`config.mk`:
```
export PLATFORM = sky130hd
export DESIGN_NAME = colour_scheduler
export DESIGN_NICKNAME = d
export VERILOG_FILES = /design/src/rtl/colour_scheduler.sv
export SDC_FILE = /design/constraint.sdc
export NUM_CORES = 1
export LEC_CHECK = 0
export CAP_MARGIN = 25
export CORE_ASPECT_RATIO = 2
export CORE_MARGIN = 2
export CORE_UTILIZATION = 61
export DETAILED_ROUTE_END_ITERATION = 8
export HOLD_SLACK_MARGIN = 0.02
export PLACE_DENSITY = 0.83
export SYNTH_ARGS = -nofsm -noshare
export SYNTH_HDL_FRONTEND = slang
export SYNTH_SLANG_ARGS = --single-unit
export TNS_END_PERCENT = 10
```
`constraint.sdc`:
```
create_clock -name clk -period 6.4 [get_ports clk]
set_input_delay 0.64 -clock clk [delete_from_list [all_inputs] [get_ports clk]]
set_output_delay 0.64 -clock clk [all_outputs]
set_load 0.03 [all_outputs]
```
`src/rtl/colour_scheduler.sv`:
```
// Horizontal line sequencer: SYNC/BACK/ACTIVE/FRONT timing, 4-entry pixel FIFO, underrun flag.
// Optional `COLOUR_SCHED_STATS_EN adds a saturating underrun_count output.
module colour_scheduler #(
  parameter int          CLKS_PER_PIXEL = 4,
  parameter int          SYNC_PIX       = 4,
  parameter int          BACK_PIX       = 6,
  parameter int          ACTIVE_PIX     = 40,
  parameter int          FRONT_PIX      = 2,
  parameter logic [5:0]  BLANK_COLOUR   = 6'h00,
  parameter logic [5:0]  BORDER_COLOUR  = 6'h3F
) (
  input  logic       clk,
  input  logic       reset,
  input  logic       enable,
  input  logic [5:0] pix_data,
  input  logic       pix_valid,
  output logic       pix_ready,
  output logic [5:0] colourNum,
  output logic       sync,
  output logic       blank,
  output logic       line_start,
  output logic       underrun
`ifdef COLOUR_SCHED_STATS_EN
  ,
  output logic [15:0] underrun_count
`endif
);

  localparam int MAX_SB  = (SYNC_PIX > BACK_PIX) ? SYNC_PIX : BACK_PIX;
  localparam int MAX_AF  = (ACTIVE_PIX > FRONT_PIX) ? ACTIVE_PIX : FRONT_PIX;
  localparam int MAX_PIX = (MAX_SB > MAX_AF) ? MAX_SB : MAX_AF;
  localparam int CW      = $clog2(CLKS_PER_PIXEL);
  localparam int PW      = (MAX_PIX > 1) ? $clog2(MAX_PIX) : 1;

  typedef enum logic [2:0] {
    S_IDLE,
    S_SYNC,
    S_BACK,
    S_ACTIVE,
    S_FRONT
  } state_t;

  state_t          state_q, state_d;
  logic [CW-1:0]   clk_cnt_q, clk_cnt_d;
  logic [PW-1:0]   pix_cnt_q, pix_cnt_d;
  logic [PW-1:0]   last_pix;
  logic            slot_end, state_end, slot_start;
  logic            line_start_d;
  logic [5:0]      colour_d;

  logic [5:0]      mem [4];
  logic [1:0]      wr_ptr, rd_ptr;
  logic [2:0]      count;
  logic            push, pop, underrun_hit;

  assign pix_ready    = (count != 3'd4);
  assign push         = pix_valid && pix_ready;
  assign pop          = slot_start && (count != 3'd0);
  assign underrun_hit = slot_start && (count == 3'd0);

  // NOTE: every signal written here gets a default first so no latch is inferred.
  always_comb begin
    state_d      = state_q;
    clk_cnt_d    = '0;
    pix_cnt_d    = '0;
    line_start_d = 1'b0;
    slot_start   = 1'b0;
    last_pix     = '0;

    case (state_q)
      S_SYNC:   last_pix = PW'(SYNC_PIX - 1);
      S_BACK:   last_pix = PW'(BACK_PIX - 1);
      S_ACTIVE: last_pix = PW'(ACTIVE_PIX - 1);
      S_FRONT:  last_pix = PW'(FRONT_PIX - 1);
      default:  last_pix = '0;
    endcase

    slot_end  = (clk_cnt_q == CW'(CLKS_PER_PIXEL - 1));
    state_end = slot_end && (pix_cnt_q == last_pix);

    if (state_q == S_IDLE) begin
      if (enable) begin
        state_d      = S_SYNC;
        line_start_d = 1'b1;
      end
    end else begin
      clk_cnt_d = slot_end ? '0 : clk_cnt_q + CW'(1);
      if (state_end)     pix_cnt_d = '0;
      else if (slot_end) pix_cnt_d = pix_cnt_q + PW'(1);
      else               pix_cnt_d = pix_cnt_q;

      if (state_end) begin
        case (state_q)
          S_SYNC:   state_d = S_BACK;
          S_BACK: begin
            state_d    = S_ACTIVE;
            slot_start = 1'b1;
          end
          S_ACTIVE: state_d = S_FRONT;
          S_FRONT: begin
            // enable is only honoured here, so a started line always completes
            if (enable) begin
              state_d      = S_SYNC;
              line_start_d = 1'b1;
            end else begin
              state_d = S_IDLE;
            end
          end
          default:  state_d = S_IDLE;
        endcase
      end else if (state_q == S_ACTIVE && slot_end) begin
        slot_start = 1'b1;
      end
    end

    if (slot_start)              colour_d = (count != 3'd0) ? mem[rd_ptr] : BORDER_COLOUR;
    else if (state_d == S_ACTIVE) colour_d = colourNum;
    else                          colour_d = BLANK_COLOUR;
  end

  // NOTE: sequential state uses non-blocking assignments so all registers update together.
  always_ff @(posedge clk or negedge reset) begin
    if (!reset) begin
      state_q    <= S_IDLE;
      clk_cnt_q  <= '0;
      pix_cnt_q  <= '0;
      colourNum  <= BLANK_COLOUR;
      sync       <= 1'b0;
      blank      <= 1'b1;
      line_start <= 1'b0;
      underrun   <= 1'b0;
    end else begin
      state_q    <= state_d;
      clk_cnt_q  <= clk_cnt_d;
      pix_cnt_q  <= pix_cnt_d;
      colourNum  <= colour_d;
      sync       <= (state_d == S_SYNC);
      blank      <= (state_d != S_ACTIVE);
      line_start <= line_start_d;
      if (underrun_hit) underrun <= 1'b1;
    end
  end

  always_ff @(posedge clk or negedge reset) begin
    if (!reset) begin
      wr_ptr <= '0;
      rd_ptr <= '0;
      count  <= '0;
    end else begin
      if (push) wr_ptr <= wr_ptr + 2'd1;
      if (pop)  rd_ptr <= rd_ptr + 2'd1;
      case ({push, pop})
        2'b10:   count <= count + 3'd1;
        2'b01:   count <= count - 3'd1;
        default: count <= count;
      endcase
    end
  end

  // NOTE: storage is not reset; emptiness is tracked by count, so stale words are never read.
  always_ff @(posedge clk) begin
    if (push) mem[wr_ptr] <= pix_data;
  end

`ifdef COLOUR_SCHED_STATS_EN
  always_ff @(posedge clk or negedge reset) begin
    if (!reset) begin
      underrun_count <= '0;
    end else if (underrun_hit && underrun_count != 16'hFFFF) begin
      underrun_count <= underrun_count + 16'd1;
    end
  end
`endif

endmodule

```
**After elaboration in Yosys (flattened, before gate mapping)**

Memories as Yosys holds them, arrays and structs flattened.
Cells that the tools add are included.
Widths: inputs -> output; s select.

- Output and inout bits: 11
- Flip-flop bits (word level): 28
- Bits in writable memories: 24
- Input bits: 10
- Logic and storage cells: 66
- Memories kept: 1

- Reductions and logical operators: 10
- Mux-type cells: 25
- Add/sub/neg operators: 6
- Eq/ne operators: 13

Memories:

| name | depth | width | read ports | clocked after Yosys merged registers in | wr ports | RTL line | RTL |
|---|---|---|---|---|---|---|---|
| mem | 4 | 6 | 1 | 0 | 1 | 51 | `logic [5:0] mem [4];` |

Operator list:

| kind | count |
|---|---|
| $mux 6 | 6 |
| $pmux 6 s4 | 1 |
| $pmux 3 s4 | 1 |
| $mux 1 | 11 |
| $eq 3x2->1 const B | 3 |
| $mux 3 | 3 |
| $add 2x1->2 const B | 3 |
| $add 6x1->6 const B | 1 |
| $eq 3x1->1 const B | 2 |
| $eq 6x6->1 | 1 |
| $logic_not 3->1 | 2 |
| $pmux 3 s2 | 1 |
| $reduce_bool 3->1 | 2 |
| $logic_and 1x1->1 | 5 |
| $eq 2x2->1 const B | 2 |
| $mux 2 | 2 |
| $add 3x1->3 const B | 1 |
| $eq 3x3->1 const B | 1 |
| $ne 3x2->1 const B | 1 |
| $ne 3x3->1 const B | 1 |
| $sub 3x1->3 const B | 1 |
| $eq 2x1->1 const B | 1 |
| $ne 2x2->1 const B | 1 |
| $reduce_bool 2->1 | 1 |

**Logic depth before layout (Yosys ltp)**

Gate-level depths: netlist (run 1).

- Word-level depth: 9
- Depth in mapped cells: 12
- Mapped depth without buffers: 12

**Worst setup path after synthesis (run 1)**

OpenSTA, ideal clock, no wires.

- Path kind: reg-to-reg
- From: register clk_cnt_q[0]
- To: register count[2]
- Period minus slack after synthesis: 2693 ps
- Path buffers: 0
- Arrival: 2613 ps
- Stages on the path, launching flop included: 13
- Slack: 3707 ps
- Setup time: 79 ps
- Required time: 6321 ps
- Path through: dfrtp_1 -> ha_1 -> inv_1 -> or3_1 -> nor4_1 -> mux2i_1 -> inv_1 -> ha_1 -> inv_1 -> fa_1 -> xor2_1 -> nor2_1 -> xor2_1

- Word-level cells in the longest chain between the ends: 8
- Elaborated cells between the ends (all ways): 11
- Classes of those cells: 3 x eq/ne; 4 x mux; 4 x reduce/logical

Ends and longest elaborated chain:

| what | RTL line | RTL |
|---|---|---|
| start: declaration | 44 | `logic [CW-1:0] clk_cnt_q, clk_cnt_d;` |
| start signal: assignment | 134 | `clk_cnt_q <= clk_cnt_d;` |
| $eq 2x2->1 (*) | 78 | `slot_end = (clk_cnt_q == CW'(CLKS_PER_PIXEL - 1));` |
| $logic_and 1x1->1 | 111 | `end else if (state_q == S_ACTIVE && slot_end) begin` |
| $mux 1 | 111 |  |
| $mux 1 (*) | 92 | `if (state_end) begin` |
| $mux 1 (*) | 81 | `if (state_q == S_IDLE) begin` |
| $logic_and 1x1->1 (*) | 58 | `assign pop = slot_start && (count != 3'd0);` |
| named net pop | 54 | `logic push, pop, underrun_hit;` |
| $eq 2x1->1 / $eq 2x2->1 (equally long branches) | 152 | `case ({push, pop})` |
| $pmux 3 s2 / $reduce_bool 2->1 (equally long branches) | n/a |  |
| end signal: assignment | 153 | `2'b10: count <= count + 3'd1;` |
| end signal: assignment | 154 | `2'b01: count <= count - 3'd1;` |
| end signal: assignment | 155 | `default: count <= count;` |
| end: declaration | 53 | `logic [2:0] count;` |

Mark *: on every way through the listed nets, which the timed path passes. The rest lies on a longest branch.
A chain may end at the register's enable or synchronous reset.

**Final worst setup path (run 1)**

Same ends and word-level chain as after synthesis.

==> results.cfg, run 1 <==
[critical_path]
critical_path_arrival_ns = 3.87
crit_path_top_delay_cell = nor4_1
worst_setup_path_start_kind = flip-flop
critical-path-max-stage-delay_ns = 0.60
path_delay_family = adder cells
worstPathBufferInverterCount = 3
worstSetupEndpointType = flip-flop
crit_path_cell_trace = ha_1 -> inv_1 -> or3_1 -> nor4_1 -> mux2i_1 -> inv_1 -> ha_1 -> inv_1 -> fa_1 -> xor2_1 -> nor2_1 -> xor2_1
critPathMaxFanout = 21
setup.worst_path.class = flip-flop to flip-flop
crit_top_cell = inv_1
worstPathRequired_ns = 6.63

[placed_design]
dp_hpwl_um = 3260
dp_cells = 263
gpl.final_weighted_congestion = 0.962
placement.io_buffers = 20
placedInstanceArea_um2 = 2680

[global_route]
grt_pass1_wl_um = 7880
grt_antenna_before_repair = 0
grt_start_max_net_pins = 29
overall_overflow_remaining_after_global_route = 0
grt_pass1_vias = 1623
grt.total_usage_pct = 22.8

[synthesis]
synthesis.area_um2 = 2470
synth_area_per_cell_um2 = 12.2
synth-seq-area-share_pct = 57.6
synth-seq-cells = 52
synth_net_count = 220
yosys.cell_types.count = 43
yosysWarningCount = 0
syn-instance-count = 202

[final_layout]
final_core_utilization_pct = 71.6
mostFrequentLayoutCells = dfrtp_1, edfxtp_1, nor2_1, clkdlybuf4s50_1, nand2_1
design.final.nets = 237
final_common_cell = dfrtp_1
final.fill_count = 296
antenna_cells = 0
final_layout_size_suffix_gt1_share_pct = 9.55
finalInstanceArea_um2 = 2780
synthToLayoutAreaGrowth_pct = 12.6
final_cell_count_no_fill = 271

[timing]
rsz0062_at_grt = false
achievable-frequency_ghz = 0.274
fin_skew_ns = 0.00751
final.min_clock_period_ns = 3.64
timing.final.setup_violations = 0
report.final.hold_viol_count = 0
worstMarginPinSlew_ns = 0.862
max-slew-margin-rel_pct = 42.1
final.period_utilization_pct = 56.9
slew_viol_final = 0
setup-tns-final_ns = 0

[clocking]
post_cts_hold_buffer_count = 0
worst_setup_hold_path_clk_slew_ns = 0.10
insertion_delay_ns = 0.31
root_buffer = clkbuf_8
cts.sinks = 52
cts_post_setup_buffers_inserted = 0
cts_resized = 0
cts.path.max_buffers = 2
tritoncts.num_buffers = 5
tritoncts_clock_tree = done
cts_htree_levels = 2

[floorplan]
dieHeight_um = 94.0
die-width_um = 49.0
row_count = 32
die-area_um2 = 4610
top_level_ports = 21
placeableCoreArea_um2 = 3880
initial_core_utilization_pct = 63.6

[route]
routed-via-count = 1590
postRouteWirelength_um = 4540
drt_first_iter_violations = 34
detail-route-antenna-nets = 0
dr.pass1.iters = 4
post_drt_wl_per_cell_um = 16.7
vias_per_cell = 5.87
number_of_design_rule_violations_left_after_detail_routing = 0

[status]
outcome = finished, final reports clean

[worst_hold_path]
worst_hold_path_type = flip-flop to flip-flop

[pwr]
cellLeakagePower_nw = 1.07
powerDensity_nw_per_um2 = 439
irDropWorstVdd_mv = 0.305

[job]
maxCapViolCount = 0
-- cell type report --
class	instances	area, um^2	area share (%)
Sequential cell	52	1420	51.2
Tap cell	51	63.8	2.30
Clock inverter	3	27.5	0.990
Timing Repair Buffer	21	208	7.47
Inverter	9	33.8	1.22
Multi-Input combinational cell	130	956	34.4
Clock buffer	5	68.8	2.48
-- state kept, by name (all words and copies together), names as in the netlist, 2 cells and up --
signal / flops
clk_cnt_q: 2
wr_ptr: 2
rd_ptr: 2
count: 3
colourNum: 6
mem: 24
state_q: 3
pix_cnt_q: 6
-- cells in the mapped netlist --
cell type | instances | area (um^2)
inv_1 | 9 | 33.8
and3b_1 | 1 | 8.76
xor2_2 | 1 | 16.3
a211o_1 | 1 | 8.76
fa_1 | 1 | 20.0
clkbuf_1 | 4 | 15.0
o21bai_1 | 1 | 7.51
o21ai_0 | 4 | 20.0
buf_1 | 1 | 3.75
and2_1 | 1 | 6.26
nor2b_1 | 2 | 12.5
a21oi_1 | 8 | 40.0
nand2_1 | 18 | 67.6
or4_4 | 1 | 11.3
nor3b_1 | 1 | 7.51
mux4_2 | 6 | 135
a22oi_1 | 1 | 7.51
buf_6 | 1 | 11.3
nor2_2 | 1 | 6.26
o31ai_1 | 1 | 7.51
or3_1 | 7 | 43.8
xnor2_1 | 9 | 78.8
and2b_1 | 1 | 7.51
o41a_1 | 1 | 11.3
o2111ai_1 | 6 | 52.6
buf_2 | 4 | 20.0
nand3_1 | 2 | 10.0
mux2_2 | 1 | 11.3
ha_1 | 7 | 87.6
nand2b_1 | 3 | 18.8
dfrtp_1 | 27 | 676
nor4_1 | 1 | 6.26
xor2_1 | 4 | 35.0
dfstp_2 | 1 | 26.3
nor3_1 | 5 | 25.0
nor2_1 | 20 | 75.1
edfxtp_1 | 24 | 721
nand4_1 | 2 | 12.5
a31o_2 | 1 | 8.76
and3_1 | 5 | 31.3
buf_4 | 1 | 7.51
mux2i_1 | 5 | 50.1
nand3b_1 | 1 | 7.51
-- metal layers --
metal  track usage, %  vias up  wire length, um
li1                 -      751                -
met1             25.7      792             1640
met2             43.5       39             2700
met3             3.98        8              137
met4             6.19        0               67
met5                0        -                0
-- worst reg2reg max path, stage by stage, from the launching register on --
cell and delay [ns]:
dfrtp_1 0.37, ha_1 0.58, inv_1 0.12, or3_1 0.45
nor4_1 0.60, mux2i_1 0.22, inv_1 0.12, ha_1 0.20
inv_1 0.06, fa_1 0.39, xor2_1 0.16, nor2_1 0.12
xor2_1 0.17
-- power by group --
part	switching [W]	leakage, nW	internal [W]
clock	0.000112	0.0463	0.0000804
combinational	0.000264	0.446	0.000213
sequential	0.000103	0.578	0.000447
-- cell families (layout without fill, tap and decap cells) --
kind of cell | after synthesis | count (layout) | share of synthesized area [%]
AO/OA/AOI/OAI | 24 | 24 | 6.64
XOR/XNOR | 14 | 14 | 5.27
adder cells (fa/ha/maj) | 8 | 8 | 4.36
buffers and inverters | 20 | 38 | 3.70
flip-flops | 52 | 52 | 57.6
multiplexers | 12 | 12 | 7.95
AND/OR/NAND/NOR | 72 | 72 | 14.5
-- through the flow --
step / setup WS, ns / hold WS, ns / power, W
2_1_floorplan: 3.71 / 0.344 / 0.000900
3_3_place_gp: 3.12 / 0.422 / 0.000993
3_5_place_dp: 2.89 / 0.437 / 0.00103
4_1_cts: 2.79 / 0.450 / 0.00123
5_1_grt: 2.48 / 0.474 / 0.00131
6_report: 2.76 / 0.451 / 0.00122
-- worst paths after layout --
kind | cells after the start | slack, ns | to | startpoint
max | 12 | 2.76 | count[2]$_DFFE_PN0P_ | clk_cnt_q[0]$_DFF_PN0_
min | 1 | 0.45 | clk_cnt_q[0]$_DFF_PN0_ | clk_cnt_q[0]$_DFF_PN0_
max reg2reg | 12 | 2.76 | count[2]$_DFFE_PN0P_ | clk_cnt_q[0]$_DFF_PN0_
min reg2reg | 1 | 0.45 | clk_cnt_q[0]$_DFF_PN0_ | clk_cnt_q[0]$_DFF_PN0_
max in group asynchronous | 2 | 5.38 | blank$_DFF_PN1_ | reset
min in group asynchronous | 2 | 0.70 | line_start$_DFF_PN0_ | reset
(Power assumes the default switching activity.)
==> inputs of run 2 (changes only) <==
- CORE_UTILIZATION: 61 -> 51
- PLACE_DENSITY: 0.83 -> 0.74
- clock period: 6.4 -> 2.9 ns (I/O delays scaled with it)
==> results.cfg, run 2 (same netlist as run 1, synthesis figures left out) <==
[floorplan]
placeableCoreArea_um2 = 4640
row_count = 35
die-width_um = 53.2
die-area_um2 = 5450
top_level_ports = 21
initial_core_utilization_pct = 53.2
dieHeight_um = 102

[final_layout]
finalInstanceArea_um2 = 2820
final.fill_count = 408
final_common_cell = dfrtp_1
synthToLayoutAreaGrowth_pct = 14.2
design.final.nets = 242
max_reg_flops = 24
largest_register_by_flop_count = mem
final_cell_count_no_fill = 280
mostFrequentLayoutCells = dfrtp_1, edfxtp_1, nor2_1, clkdlybuf4s50_1, nand2_1
antenna_cells = 0
final_layout_size_suffix_gt1_share_pct = 11.6
largestRegisters = mem (24), colourNum (6), pix_cnt_q (6)

[global_route]
grt_pass1_vias = 1547
grt_start_max_net_pins = 29
grt.total_usage_pct = 18.4
overall_overflow_remaining_after_global_route = 0
grt_antenna_before_repair = 0
grt_pass1_wl_um = 7120

[route]
drt_first_iter_violations = 26
post_drt_wl_per_cell_um = 15.1
number_of_design_rule_violations_left_after_detail_routing = 0
vias_per_cell = 5.55
postRouteWirelength_um = 4220
dr.pass1.iters = 4
routed-via-count = 1553
detail-route-antenna-nets = 0

[placed_design]
dp_cells = 272
gpl.final_weighted_congestion = 0.766
placement.io_buffers = 20
placedInstanceArea_um2 = 2730
dp_hpwl_um = 3170

[critical_path]
crit-reg2reg-capture = count[2]$_DFFE_PN0P_
crit_path_top_delay_cell = dfrtp_1
worst_setup_path_start_kind = flip-flop
crit_path_cell_trace = and3b_1 -> a22oi_1 -> nor4_1 -> buf_4 -> mux2i_1 -> inv_1 -> ha_1 -> inv_1 -> fa_1 -> xor2_1 -> nor2_1 -> xor2_1
critical_path_arrival_ns = 2.92
worst_reg_to_reg_setup_slack_ns = 0.22
worst_setup_path_endpoint = count[2]$_DFFE_PN0P_
worstSetupEndpointType = flip-flop
critical_path.startpoint = state_q[2]$_DFF_PN0_
worst_r2r_startpoint = state_q[2]$_DFF_PN0_
worstPathRequired_ns = 3.14
r2r_cells = 12
critPathMaxFanout = 12
critical-path-max-stage-delay_ns = 0.58
setup.worst_path.class = flip-flop to flip-flop

[timing]
rsz0062_at_grt = false
worstMarginPinSlew_ns = 0.589
report.final.hold_viol_count = 0
final.period_utilization_pct = 92.4
setup-tns-final_ns = 0
max-slew-margin-rel_pct = 60.4
achievable-frequency_ghz = 0.373
final.min_clock_period_ns = 2.68
slew_viol_final = 0
fin_skew_ns = 0.00704
timing.final.setup_violations = 0
hold_ws_ns = 0.350

[worst_hold_path]
worst_hold_path_type = input pin to asynchronous set/reset pin

[pwr]
irDropWorstVdd_mv = 0.668
powerDensity_nw_per_um2 = 957
cellLeakagePower_nw = 1.10

[clocking]
cts_htree_levels = 2
root_buffer = clkbuf_8
cts.path.max_buffers = 2
insertion_delay_ns = 0.31
worst_setup_hold_path_clk_slew_ns = 0.10
tritoncts.num_buffers = 5
cts_resized = 0
tritoncts_clock_tree = done
cts_post_setup_buffers_inserted = 0
post_cts_hold_buffer_count = 0
cts.sinks = 52

[status]
outcome = finished, final reports clean

[job]
maxCapViolCount = 0
## run 2: cell types whose count changed in the layout (fill, tap and decap cells not counted)
cell	before	now
inv_8	1	0
clkinvlp_4	1	0
inv_6	0	2
buf_4	1	6
## run 2: power breakdown
part / internal, W / switching [W]
Combinational: 0.000495 / 0.000596
Sequential: 0.000986 / 0.000187
Clock: 0.000178 / 0.000259
Total: 0.00166 / 0.00104
## run 2: metrics by stage
stage / utilization [%] / total power, W / setup WS [ns]
after floorplan: - / 0.00199 / 0.207
after global placement: 58.7 / 0.00227 / 0.326
after detailed placement: 58.7 / 0.00230 / 0.250
after CTS: 60.8 / 0.00274 / 0.207
after global routing: 60.8 / 0.00290 / 0.0219
final: 60.8 / 0.00270 / 0.221
## run 2: layer usage
layer,global-route usage [%],wire [um],share of wire [%]
met3,4.09,103,2.4
met1,18.7,1580,37
met5,0,0,0
met2,33.6,2450,58
met4,8.88,90,2.1
## run 2: worst min-delay path by stage
stage                                     endpoint  slack [ns]  cells after the start
after detailed placement    clk_cnt_q[0]$_DFF_PN0_        0.43                      1
after CTS                 colourNum[4]$_DFFE_PN0P_        0.36                      2
final                     colourNum[4]$_DFFE_PN0P_        0.35                      2
after global routing      pix_cnt_q[3]$_DFFE_PN0P_        0.38                      2
after global placement      clk_cnt_q[0]$_DFF_PN0_        0.42                      1
after floorplan             clk_cnt_q[0]$_DFF_PN0_      -0.006                      0
## run 2: area by class of cell
| cell class | count | area (um^2) | area share [%] |
|---|---|---|---|
| Multi-Input combinational cell | 130 | 956 | 33.9 |
| Timing Repair Buffer | 26 | 245 | 8.69 |
| Inverter | 9 | 33.8 | 1.20 |
| Tap cell | 55 | 68.8 | 2.44 |
| Clock buffer | 5 | 68.8 | 2.44 |
| Sequential cell | 52 | 1420 | 50.4 |
| Clock inverter | 3 | 26.3 | 0.931 |
## run 2: critical path: cells and delay by family, from the launching register on
family                   cells  cell delay [ns]
flip-flops                   1             0.58
AO/OA/AOI/OAI                1             0.31
AND/OR/NAND/NOR              3             0.44
buffers and inverters        3             0.29
XOR/XNOR                     2             0.30
adder cells (fa/ha/maj)      2             0.55
multiplexers                 1             0.14
